--- src/rtl/fb_pkg.sv ---
// Shared constants and state encoding for the frame-buffer arbiter slice.
// Default geometry is a 480x272 RGB565 panel.
package fb_pkg;

  localparam int H_ACTIVE_DEF = 480;
  localparam int V_ACTIVE_DEF = 272;
  localparam int FB_DEPTH     = H_ACTIVE_DEF * V_ACTIVE_DEF;
  localparam int ADDR_W_DEF   = 17;
  localparam int RGB565_W     = 16;

  // Records which RAM access is being driven this cycle.
  typedef enum logic [1:0] {
    ST_IDLE = 2'd0,
    ST_RD   = 2'd1,
    ST_WR   = 2'd2
  } st_e;

endpackage

--- src/rtl/fb_rd_addr_gen.sv ---
// Display read pointer: advances per issued read, wraps at the end of the
// frame, reloads on frame_start, and flags the blanking interval.
module fb_rd_addr_gen
  import fb_pkg::*;
#(
  parameter int DEPTH  = FB_DEPTH,
  parameter int ADDR_W = ADDR_W_DEF
) (
  input  logic              i_clk,
  input  logic              i_rst_n,
  input  logic              i_frame_start,
  input  logic              i_rd_issue,
  output logic [ADDR_W-1:0] o_rd_addr,
  output logic              o_in_blank
);

  localparam logic [ADDR_W-1:0] LP_LAST = ADDR_W'(DEPTH - 1);

  logic [ADDR_W-1:0] r_rd_ptr;
  logic              r_in_blank;
  logic              w_at_last;

  // A read coinciding with frame_start already uses the reloaded address 0.
  assign o_rd_addr  = i_frame_start ? '0 : r_rd_ptr;
  assign w_at_last  = (o_rd_addr == LP_LAST);
  assign o_in_blank = r_in_blank;

  always_ff @(posedge i_clk or negedge i_rst_n) begin
    if (!i_rst_n) begin
      r_rd_ptr   <= '0;
      r_in_blank <= 1'b0;
    end else begin
      if (i_rd_issue) begin
        r_rd_ptr <= w_at_last ? '0 : (o_rd_addr + ADDR_W'(1));
      end else if (i_frame_start) begin
        r_rd_ptr <= '0;
      end

      if (i_rd_issue && w_at_last) begin
        r_in_blank <= 1'b1;
      end else if (i_frame_start) begin
        r_in_blank <= 1'b0;
      end
    end
  end

endmodule

--- src/rtl/fb_arbiter.sv ---
// Single-port frame-buffer arbiter: display reads have absolute priority and a
// fixed 2-cycle latency; writer words fill idle slots. FB_ARB_BLANK_WR_EN limits writes to blanking.
module fb_arbiter
  import fb_pkg::*;
#(
  parameter int H_ACTIVE = H_ACTIVE_DEF,
  parameter int V_ACTIVE = V_ACTIVE_DEF,
  parameter int ADDR_W   = ADDR_W_DEF,
  parameter int DATA_W   = RGB565_W
) (
  input  logic              lcd_clk,
  input  logic              rst_n,
  input  logic              frame_start,
  input  logic              disp_req,
  output logic              disp_valid,
  output logic [DATA_W-1:0] disp_data,
  input  logic              wr_valid,
  output logic              wr_ready,
  input  logic [ADDR_W-1:0] wr_addr,
  input  logic [DATA_W-1:0] wr_data,
  output logic              wr_err,
  output logic              in_blank,
  output logic              ram_en,
  output logic              ram_we,
  output logic [ADDR_W-1:0] ram_addr,
  output logic [DATA_W-1:0] ram_wdata,
  input  logic [DATA_W-1:0] ram_rdata,
  output st_e               o_dbg_st
);

  localparam int          LP_DEPTH   = H_ACTIVE * V_ACTIVE;
  localparam logic [31:0] LP_DEPTH_U = 32'(LP_DEPTH);

  st_e               r_st;
  st_e               w_st_nxt;
  logic [ADDR_W-1:0] w_rd_addr;
  logic [ADDR_W-1:0] r_ram_addr;
  logic [DATA_W-1:0] r_ram_wdata;
  logic [DATA_W-1:0] r_disp_hold;
  logic              w_in_blank;
  logic              w_rst_active;
  logic              w_wr_ready;
  logic              w_wr_fire;
  logic              w_wr_oor;
  logic              r_req_d1;
  logic              r_req_d2;
  logic              r_wr_err;

  fb_rd_addr_gen #(
    .DEPTH  (LP_DEPTH),
    .ADDR_W (ADDR_W)
  ) u_rd_addr_gen (
    .i_clk         (lcd_clk),
    .i_rst_n       (rst_n),
    .i_frame_start (frame_start),
    .i_rd_issue    (disp_req),
    .o_rd_addr     (w_rd_addr),
    .o_in_blank    (w_in_blank)
  );

  // Writer handshake: a word transfers on any cycle where wr_valid && wr_ready;
  // wr_ready never depends on wr_valid, and an unaccepted word stays with the writer.
  assign w_rst_active = !rst_n;
`ifdef FB_ARB_BLANK_WR_EN
  assign w_wr_ready = !disp_req && !w_rst_active && w_in_blank;
`else
  assign w_wr_ready = !disp_req && !w_rst_active;
`endif
  assign w_wr_fire = wr_valid && w_wr_ready;
  assign w_wr_oor  = (32'(wr_addr) >= LP_DEPTH_U);

  always_ff @(posedge lcd_clk or negedge rst_n) begin
    if (!rst_n) r_st <= ST_IDLE;
    else        r_st <= w_st_nxt;
  end

  always_comb begin
    w_st_nxt = ST_IDLE;
    if (disp_req)                    w_st_nxt = ST_RD;
    else if (w_wr_fire && !w_wr_oor) w_st_nxt = ST_WR;
  end

  always_comb begin
    ram_en = 1'b0;
    ram_we = 1'b0;
    case (r_st)
      ST_RD:   ram_en = 1'b1;
      ST_WR:   begin ram_en = 1'b1; ram_we = 1'b1; end
      default: ;
    endcase
  end

  always_ff @(posedge lcd_clk or negedge rst_n) begin
    if (!rst_n) begin
      r_ram_addr  <= '0;
      r_ram_wdata <= '0;
      r_wr_err    <= 1'b0;
    end else begin
      r_wr_err <= w_wr_fire && w_wr_oor;
      if (w_st_nxt == ST_RD) begin
        r_ram_addr <= w_rd_addr;
      end else if (w_st_nxt == ST_WR) begin
        r_ram_addr  <= wr_addr;
        r_ram_wdata <= wr_data;
      end
    end
  end

  // Read data arrives the cycle after the enable, so the second stage lines up with ram_rdata.
  always_ff @(posedge lcd_clk or negedge rst_n) begin
    if (!rst_n) begin
      r_req_d1    <= 1'b0;
      r_req_d2    <= 1'b0;
      r_disp_hold <= '0;
    end else begin
      r_req_d1 <= disp_req;
      r_req_d2 <= r_req_d1;
      if (r_req_d2) r_disp_hold <= ram_rdata;
    end
  end

  assign disp_valid = r_req_d2;
  assign disp_data  = r_req_d2 ? ram_rdata : r_disp_hold;
  assign wr_ready   = w_wr_ready;
  assign wr_err     = r_wr_err;
  assign in_blank   = w_in_blank;
  assign ram_addr   = r_ram_addr;
  assign ram_wdata  = r_ram_wdata;
  assign o_dbg_st   = r_st;

endmodule

--- config.mk ---
export PLATFORM = sky130hd
export DESIGN_NAME = fb_arbiter
export DESIGN_NICKNAME = d
export VERILOG_FILES = /design/src/rtl/fb_pkg.sv /design/src/rtl/fb_rd_addr_gen.sv /design/src/rtl/fb_arbiter.sv
export SDC_FILE = /design/constraint.sdc
export NUM_CORES = 1
export LEC_CHECK = 0
export BUFFER_PORTS_ARGS = -buffer_cell sky130_fd_sc_hd__clkbuf_2
export CORE_AREA = 4 4 93 95
export DETAILED_ROUTE_END_ITERATION = 7
export DIE_AREA = 0 0 97 99
export PLACE_DENSITY_LB_ADDON = 0.1
export SLEW_MARGIN = 20
export SYNTH_ARGS = -nofsm -noshare
export SYNTH_HDL_FRONTEND = slang
export SYNTH_SLANG_ARGS = --single-unit
--- constraint.sdc ---
create_clock -name lcd_clk -period 2.2 [get_ports lcd_clk]
set_input_delay 0.44 -clock lcd_clk [delete_from_list [all_inputs] [get_ports lcd_clk]]
set_output_delay 0.44 -clock lcd_clk [all_outputs]
set_load 0.1 [all_outputs]
After elaboration in Yosys (flattened, before gate mapping) --
Cells that the tools add are included.
Word-level totals: register bits 72, logic and storage cells 40, output and inout port bits 57, input port bits 54
Cells by class: eq/ne operators 5, order comparisons 1, bitwise gates (word level) 1, add/sub/neg operators 1, multiplexer cells 12, reductions and logical operators 11
Operators by type and width (number):
- $mux 17 | 5
- $add 17x1->17 const B | 1
- $eq 17x17->1 const B | 1
- $ge 17x17->1 const B | 1
- $mux 16 | 1
- $logic_and 1x1->1 | 5
- $eq 2x1->1 const B | 2
- $eq 2x2->1 const B | 2
- $mux 1 | 4
- $mux 2 | 2
- $reduce_bool 2->1 | 2
- $logic_not 1->1 | 2
- $reduce_and 2->1 | 1
- $reduce_or 2->1 | 1
- $not 1->1 | 1

Logic depth before layout (Yosys ltp) --
Gate-level depths: netlist of the first run.
depth in word-level cells 9, gate-level depth with buffers 6

Cells and area by module --
From an unflattened synthesis of the first run, not the netlist that was laid out.
Second synthesis, totals: cells, all modules 291, area, all modules 3383.2 um^2
By module, submodules not included:
- fb_arbiter | cells an instance 178, times used 1, area each 2272.2 um^2
- fb_rd_addr_gen | cells an instance 113, times used 1, area each 1111.1 um^2

Worst setup path after synthesis of the first run --
No wires, ideal clock.
kind register -> output, start register r_req_d2, in the netlist disp_valid, end output disp_data[10], path slack -0.423 ns, arrival time 2.183 ns, path buffers 2, required time 1.760 ns, cell stages (with the launch flop) 4, cell sequence dfrtp_1 > clkbuf_1 > clkbuf_1 > mux2_2
On the way: word-level cells in the longest chain between the ends 1
Ends and longest elaborated chain:
- start, declared | RTL line fb_arbiter.sv:46 | logic r_req_d2;
- start signal, assigned | RTL line fb_arbiter.sv:117 | r_req_d2 <= r_req_d1;
- $mux 16 | RTL line fb_arbiter.sv:123 | assign disp_data = r_req_d2 ? ram_rdata : r_disp_hold;
- end, declared | RTL line fb_arbiter.sv:16 | output logic [DATA_W-1:0] disp_data,
No other way between the ends.

Final worst setup path of the first run --
start register r_req_d2, in the netlist disp_valid, end output disp_data[5]
The elaborated chain is that of the path after synthesis.

==> results.md, run 1 <==
- Cts bufs inserted: 9
- Vias in the first global route: 2297
- Synthesized area per cell: 11.9 um2
- Via count: 2301
- Peak supply drop: 0.308 mV
- Max-Cap Viols: 0
- Top FF cell, synth: dfrtp_1
- Setup WS post-layout: 0.103 ns
- Placed Cells: 458
- Setup tns final: 0 ns
- Top cells by area, synth: dfrtp_1, mux2_2, a22oi_1
- Final Cycle Share: a little over nine tenths
- Setup Buffers After CTS: 0
- Ys Warns: 0
- Die X: 97 um
- Placed cell area: 0.00372 mm2
- Slew Limit Fails: 0
- 1st-iter DRT viols: between 50 and 60
- Core ar.: 0.00773 mm2
- Pre-CTS WS: 0.183 ns
- Finished Layout Cells: 474
- Status: complete, no violations
- Mapped Cells: 255
- FF-to-FF Start: u_rd_addr_gen.r_rd_ptr[0]$_DFF_PN0_
- Area Overhead vs Synth: 29.2%
- Most common cell in the netlist: dfrtp_1
- Post_cts resized: 0
- First drt pass iteration count: 4
- Critical path startpoint: disp_valid$_DFF_PN0_
- Largest net degree at the start of global routing: 72
- Post-layout util: 50.7%
- Vert. Die Dim: slightly below 100 um
- Total track usage: 16.2%
- Pwr Total: 3.73 mW
- Synth top cells by count: dfrtp_1, mux2_2, inv_1
- Vias per std cell: 4.85
- CTS tree: yes
- Max Root-Sink Buffers: 2
- Routed length per instance: 15.7 um
- # diodes: 0
- Routed WL: 7450 um
- Synth top area share: 58.6%
- Area leader, netlist: dfrtp_1
- CTS root buf: clkbuf_8
- Max-slew headroom: 36.6%
- Post-Syn Area: 0.00303 mm2
- Min-delay src: wr_data[2]
- Final HPWL DP: 5550 um
- Clock Skew: approximately 0.012 ns
- GP Congestion: 0.794
- Worst setup SP type: register
- Critical path required time: 1.76 ns
- CP Capture Type: output pin
- Synth Register Bits: ~70
- ANT nets after route: 0
- Worst hold-check path type: input pin to register
- Lkg Pwr: 1.82 nW
- Crit Path Class: register to output pin
- Post-synth EDFFs: 0
- Initial Util: 39.2%
- Grt total ovfl: 0
- Final hold slack: roughly 0.32 ns
- Initial antenna violation count: 0
- IO Pins: roughly 110
- Crit path max fanout: 17
- Max Fclk: 477 MHz
- Post-synth cell types: 39
- Design area: 0.00392 mm2
- H-tree Lvls: 3
- Async set or reset register ratio after synthesis: 100%
- First-pass GRT wire length: 12300 um
- Clock latency on the worst-skew pair: 0.35 ns
- Final setup viols: 0
- DRC Markers: 0
- Seq/Total Area, Yosys: roughly three fifths
- Core Rows: 32
- RSZ-0062 raised after global routing: false
- Syn nets: 310
- Hold-fix buffers, CTS: 0
- Hold Vio Cnt, Final: 0
- Die area: 0.00960 mm2
- Clock sink count: 71
- Pwr dens: approximately 950 mW/mm2
- IO buf count: 110
- Ratio of cells with drive above 1 in the final layout: a little under half
- Nets@finish: 422
- Worst Tran Pin Value: 0.947 ns
- Clk slew on worst S/H paths: 0.09 ns
- Critical Path AT: 1.66 ns
- Post-layout min period: 2.10 ns
==> cells by family (layout without fill, tap and decap cells) <==
family,count (synthesis),count (layout),synth area share (%)
xor gates and xnor gates,14,14,4.05
and+or+nand+nor,60,60,11.1
buffers and inverters,36,153,4.79
muxes,33,33,12.2
AOI/OAI and AO/OA,40,40,8.79
DFF,71,71,58.6
adders and majority gates,1,1,0.413
==> where the power goes <==
part / internal [mW] / total (mW) / switching, mW
Combinational: 0.207 / 1.22 / 1.01
Clock: 0.529 / 1.03 / 0.504
Sequential: 1.42 / 1.48 / 0.0627
Total: 2.16 / 3.73 / 1.58
==> area by class of cell <==
type | instances | area (um2)
tap | 102 | 128
timing repair buffer | 115 | 603
clock buffer | 10 | 128
inverter | 22 | 82.6
fill | 740 | 3810
clock inverter | 6 | 70.1
multi-input combinational | 148 | 1120
sequential | 71 | 1780
==> cells in the final DEF (no fill, tap or decap), types with 2 or more instances in the layout <==
master	count
nand3b_1	2
nand2_1	7
or3_1	2
nand4_1	6
nand2b_1	2
mux2_2	32
nor4_1	6
xor2_1	4
o221a_2	2
o21ai_0	13
dfrtp_1	69
o21ai_1	4
inv_1	22
xnor2_1	10
nand3_1	3
a22oi_1	14
nor2b_1	2
buf_4	5
clkbuf_2	108
clkbuf_8	9
clkinvlp_4	3
nor2_1	18
and4_1	3
==> registers in the layout, summed over array words and instances, names as in the netlist <==
name and count:
disp_valid 1, o_dbg_st 2, r_disp_hold 16, ram_addr 17
ram_wdata 16, u_rd_addr_gen.o_in_blank 1, u_rd_addr_gen.r_rd_ptr 17, wr_err 1
==> path summary, 6_finish.rpt <==
path	to	slack (ns)	cells after the start
worst min register to register	disp_valid$_DFF_PN0_	0.42	0
max in group asynchronous	disp_valid$_DFF_PN0_	1.20	2
worst max-delay path	disp_data[5]	0.10	2
worst min-delay path	ram_wdata[2]$_DFFE_PN0P_	0.32	2
min in group asynchronous	ram_wdata[2]$_DFFE_PN0P_	0.35	2
worst max register to register	u_rd_addr_gen.r_rd_ptr[16]$_DFF_PN0_	0.42	4
==> metal layers <==
layer	vias up	part of all wire (%)	track usage, %
met5	-	0	0
met4	0	0.54	6.48
met3	4	6.4	4.32
met2	74	48	24.8
met1	1117	45	22.0
li1	1106	-	-
==> critical path: stages (launching register included) <==
cell and delay, ns:
dfrtp_4 0.56, mux2_2 0.39, clkbuf_2 0.37
Power figures use the tool's default switching activity.
==> run 2, diff against run 1 <==
--- a/config.mk
+++ b/config.mk
@@ -7,6 +7,7 @@
 export LEC_CHECK = 0
 export BUFFER_PORTS_ARGS = -buffer_cell sky130_fd_sc_hd__clkbuf_2
 export CORE_AREA = 4 4 93 95
+export CTS_CLUSTER_SIZE = 16
 export DETAILED_ROUTE_END_ITERATION = 7
 export DIE_AREA = 0 0 97 99
 export PLACE_DENSITY_LB_ADDON = 0.1
==> constraint.sdc (replaced) <==
create_clock -name lcd_clk -period 2.2 [get_ports lcd_clk]
set_input_delay 0.44 -clock lcd_clk [delete_from_list [all_inputs] [get_ports lcd_clk]]
set_output_delay 0.44 -clock lcd_clk [all_outputs]
set_load 0.01 [all_outputs]
==> results.md, run 2 (synthesis results as in run 1) <==
- First-pass GRT wire length: 12100 um (-1.5%)
- Largest net degree at the start of global routing: 72 (unchanged)
- Commonest non-fill, non-tap cell in the layout: clkbuf_2
- P_int: 2.30 mW (+6.5%)
- Post-layout min period: 1.83 ns (-0.272 ns)
- Design area: 0.00393 mm2 (+0.26%)
- Clk slew on worst S/H paths: 0.08 ns (about the same)
- Setup WS post-layout: 0.375 ns (+0.272 ns)
- Clock Skew: 0.00897 ns (-0.00255 ns)
- Area Overhead vs Synth: 29.5%
- Comb power frac: 14.1% (-19 points)
- Area of the multi-input gates: 0.00112 mm2 (-0.22%)
- Cell family with most CP delay: multiplexers
- Crit path max fanout: 17 (unchanged)
- Reg2reg setup slack: 0.40 ns (-0.02 ns)
- Most frequent cells in the layout: clkbuf_2, dfrtp_1, mux2_2, inv_1, nor2_1
- Clock power share: 37.7% (+10 points)
- Grt total ovfl: 0 (unchanged)
- Max Fclk: 548 MHz (+15%)
- Largest stage delay on the critical path: 0.38 ns (-0.18 ns)
- Worst path slowest cell: mux2_2
- Sequential Area: 0.00178 mm2 (-0.28%)
- Cts bufs inserted: 9 (unchanged)
- Peak supply drop: 0.441 mV (+43%)
- Final setup viols: 0 (unchanged)
- Crit path buffers/inverters: 2 (+1)
- Critical path required time: 1.76 ns (about the same)
- Clock latency on the worst-skew pair: 0.34 ns (about the same)
- Post-layout util: 50.8% (+0.13 points)
- 1st-iter DRT viols: 115 (+110%)
- Routed WL: 7300 um (-2.0%)
- Die X: 97 um (unchanged)
- Crit Path Class: register to output pin
- Initial antenna violation count: 0 (unchanged)
- GP Congestion: 0.793 (about the same)
- Max-Cap Viols: 0 (unchanged)
- Hold-fix buffers, CTS: 0 (unchanged)
- Setup Buffers After CTS: 0 (unchanged)
- DRC Markers: 0 (unchanged)
- Lkg Pwr: 1.85 nW (+1.2%)
- IO buf count: 110 (unchanged)
- Critical Path AT: 1.39 ns (-0.27 ns)
- Max-slew headroom: 38.2% (+1.5 points)
- Placed Cells: 459 (+0.22%)
- Hold Vio Cnt, Final: 0 (unchanged)
- Vert. Die Dim: 99 um (unchanged)
- Core Rows: 32 (unchanged)
- Nets@finish: 423 (+0.24%)
- First drt pass iteration count: 4 (unchanged)
- Pwr dens: 780 mW/mm2 (-18%)
- Routed length per instance: 15.4 um (-2.2%)
- Final Cycle Share: 83.0% (-12 points)
- CTS tree: yes
- ANT nets after route: 0 (unchanged)
- Core ar.: 0.00773 mm2 (unchanged)
- # diodes: 0 (unchanged)
- Worst setup SP type: register
- Placed cell area: 0.00370 mm2 (-0.40%)
- IO Pins: 111 (unchanged)
- H-tree Lvls: 3 (unchanged)
- Number of fillers in the final layout: 723 (-2.3%)
- Pwr Total: 3.06 mW (-18%)
- Die area: 0.00960 mm2 (unchanged)
- Sw Pwr: 0.766 mW (-51%)
- Max Root-Sink Buffers: 2 (unchanged)
- Slew Limit Fails: 0 (unchanged)
- Sw Share: 25.0% (-17 points)
- Initial Util: 39.2% (unchanged)
- Flop pwr share: 48.2% (+8.5 points)
- Vias per std cell: 4.78 (-1.5%)
- CP Capture Type: output pin
- Worst hold-check path type: input pin to register
- CTS root buf: clkbuf_8
- Post_cts resized: 0 (unchanged)
- Via count: 2272 (-1.3%)
- Status: complete, no violations
- Ratio of cells with drive above 1 in the final layout: 45.6% (-0.66 points)
- Setup tns final: 0 ns (unchanged)
- Final HPWL DP: 5560 um (+0.12%)
- Vias in the first global route: 2314 (+0.74%)
- Pre-CTS WS: 0.208 ns (+0.0249 ns)
- RSZ-0062 raised after global routing: false
- Finished Layout Cells: 475 (+0.21%)
- Worst Tran Pin Value: 0.924 ns (-0.0228 ns)
- Critical Path, Cell by Cell: buf_4, mux2_2, clkbuf_2
- Clock sink count: 71 (unchanged)
- Final hold slack: 0.326 ns (+0.00990 ns)
- Total track usage: 15.8% (-0.46 points)
## run 2: area by class of cell
class                      instances  share of cell area (%)
clock inverter                     5                    2.07
tap                              102                    3.25
multi-input combinational        148                    28.5
timing repair buffer             116                    15.2
clock buffer                      11                    3.60
inverter                          22                    2.10
sequential                        71                    45.3
## run 2: path summary, 6_finish.rpt
check,start,to,cells past startpoint
max,disp_valid$_DFF_PN0_,disp_data[10],3
min,wr_data[6],ram_wdata[6]$_DFFE_PN0P_,2
max reg2reg,u_rd_addr_gen.r_rd_ptr[0]$_DFF_PN0_,u_rd_addr_gen.r_rd_ptr[16]$_DFF_PN0_,4
min reg2reg,o_dbg_st[0]$_DFF_PN0_,disp_valid$_DFF_PN0_,0
max in group asynchronous,rst_n,u_rd_addr_gen.r_rd_ptr[0]$_DFF_PN0_,2
min in group asynchronous,rst_n,ram_addr[10]$_DFFE_PN0P_,2
## run 2: metal layers
metal	share of wire (%)	routed length (um)	up-vias	GRT usage, %
li1	-	-	1111	-
met1	46	3360	1082	21.3
met2	47	3460	71	25.2
met3	5.3	385	8	3.47
met4	1.3	94	0	5.51
met5	0	0	-	0
## run 2: power groups by stage
stage / sequential (mW) / clock, mW / combinational, mW
2_1_floorplan: 1.53 / 0 / 0.179
3_3_place_gp: 1.50 / 0 / 0.438
3_5_place_dp: 1.50 / 0 / 0.445
4_1_cts: 1.48 / 1.19 / 0.447
5_1_grt: 1.49 / 1.25 / 0.482
6_report: 1.48 / 1.15 / 0.433
## run 2: worst register-to-register path, cell delays in order, from the launching register on
cell and delay (ns):
dfrtp_1 0.48, nand4_1 0.37, or3_1 0.50, nor2_1 0.17
mux2i_1 0.20
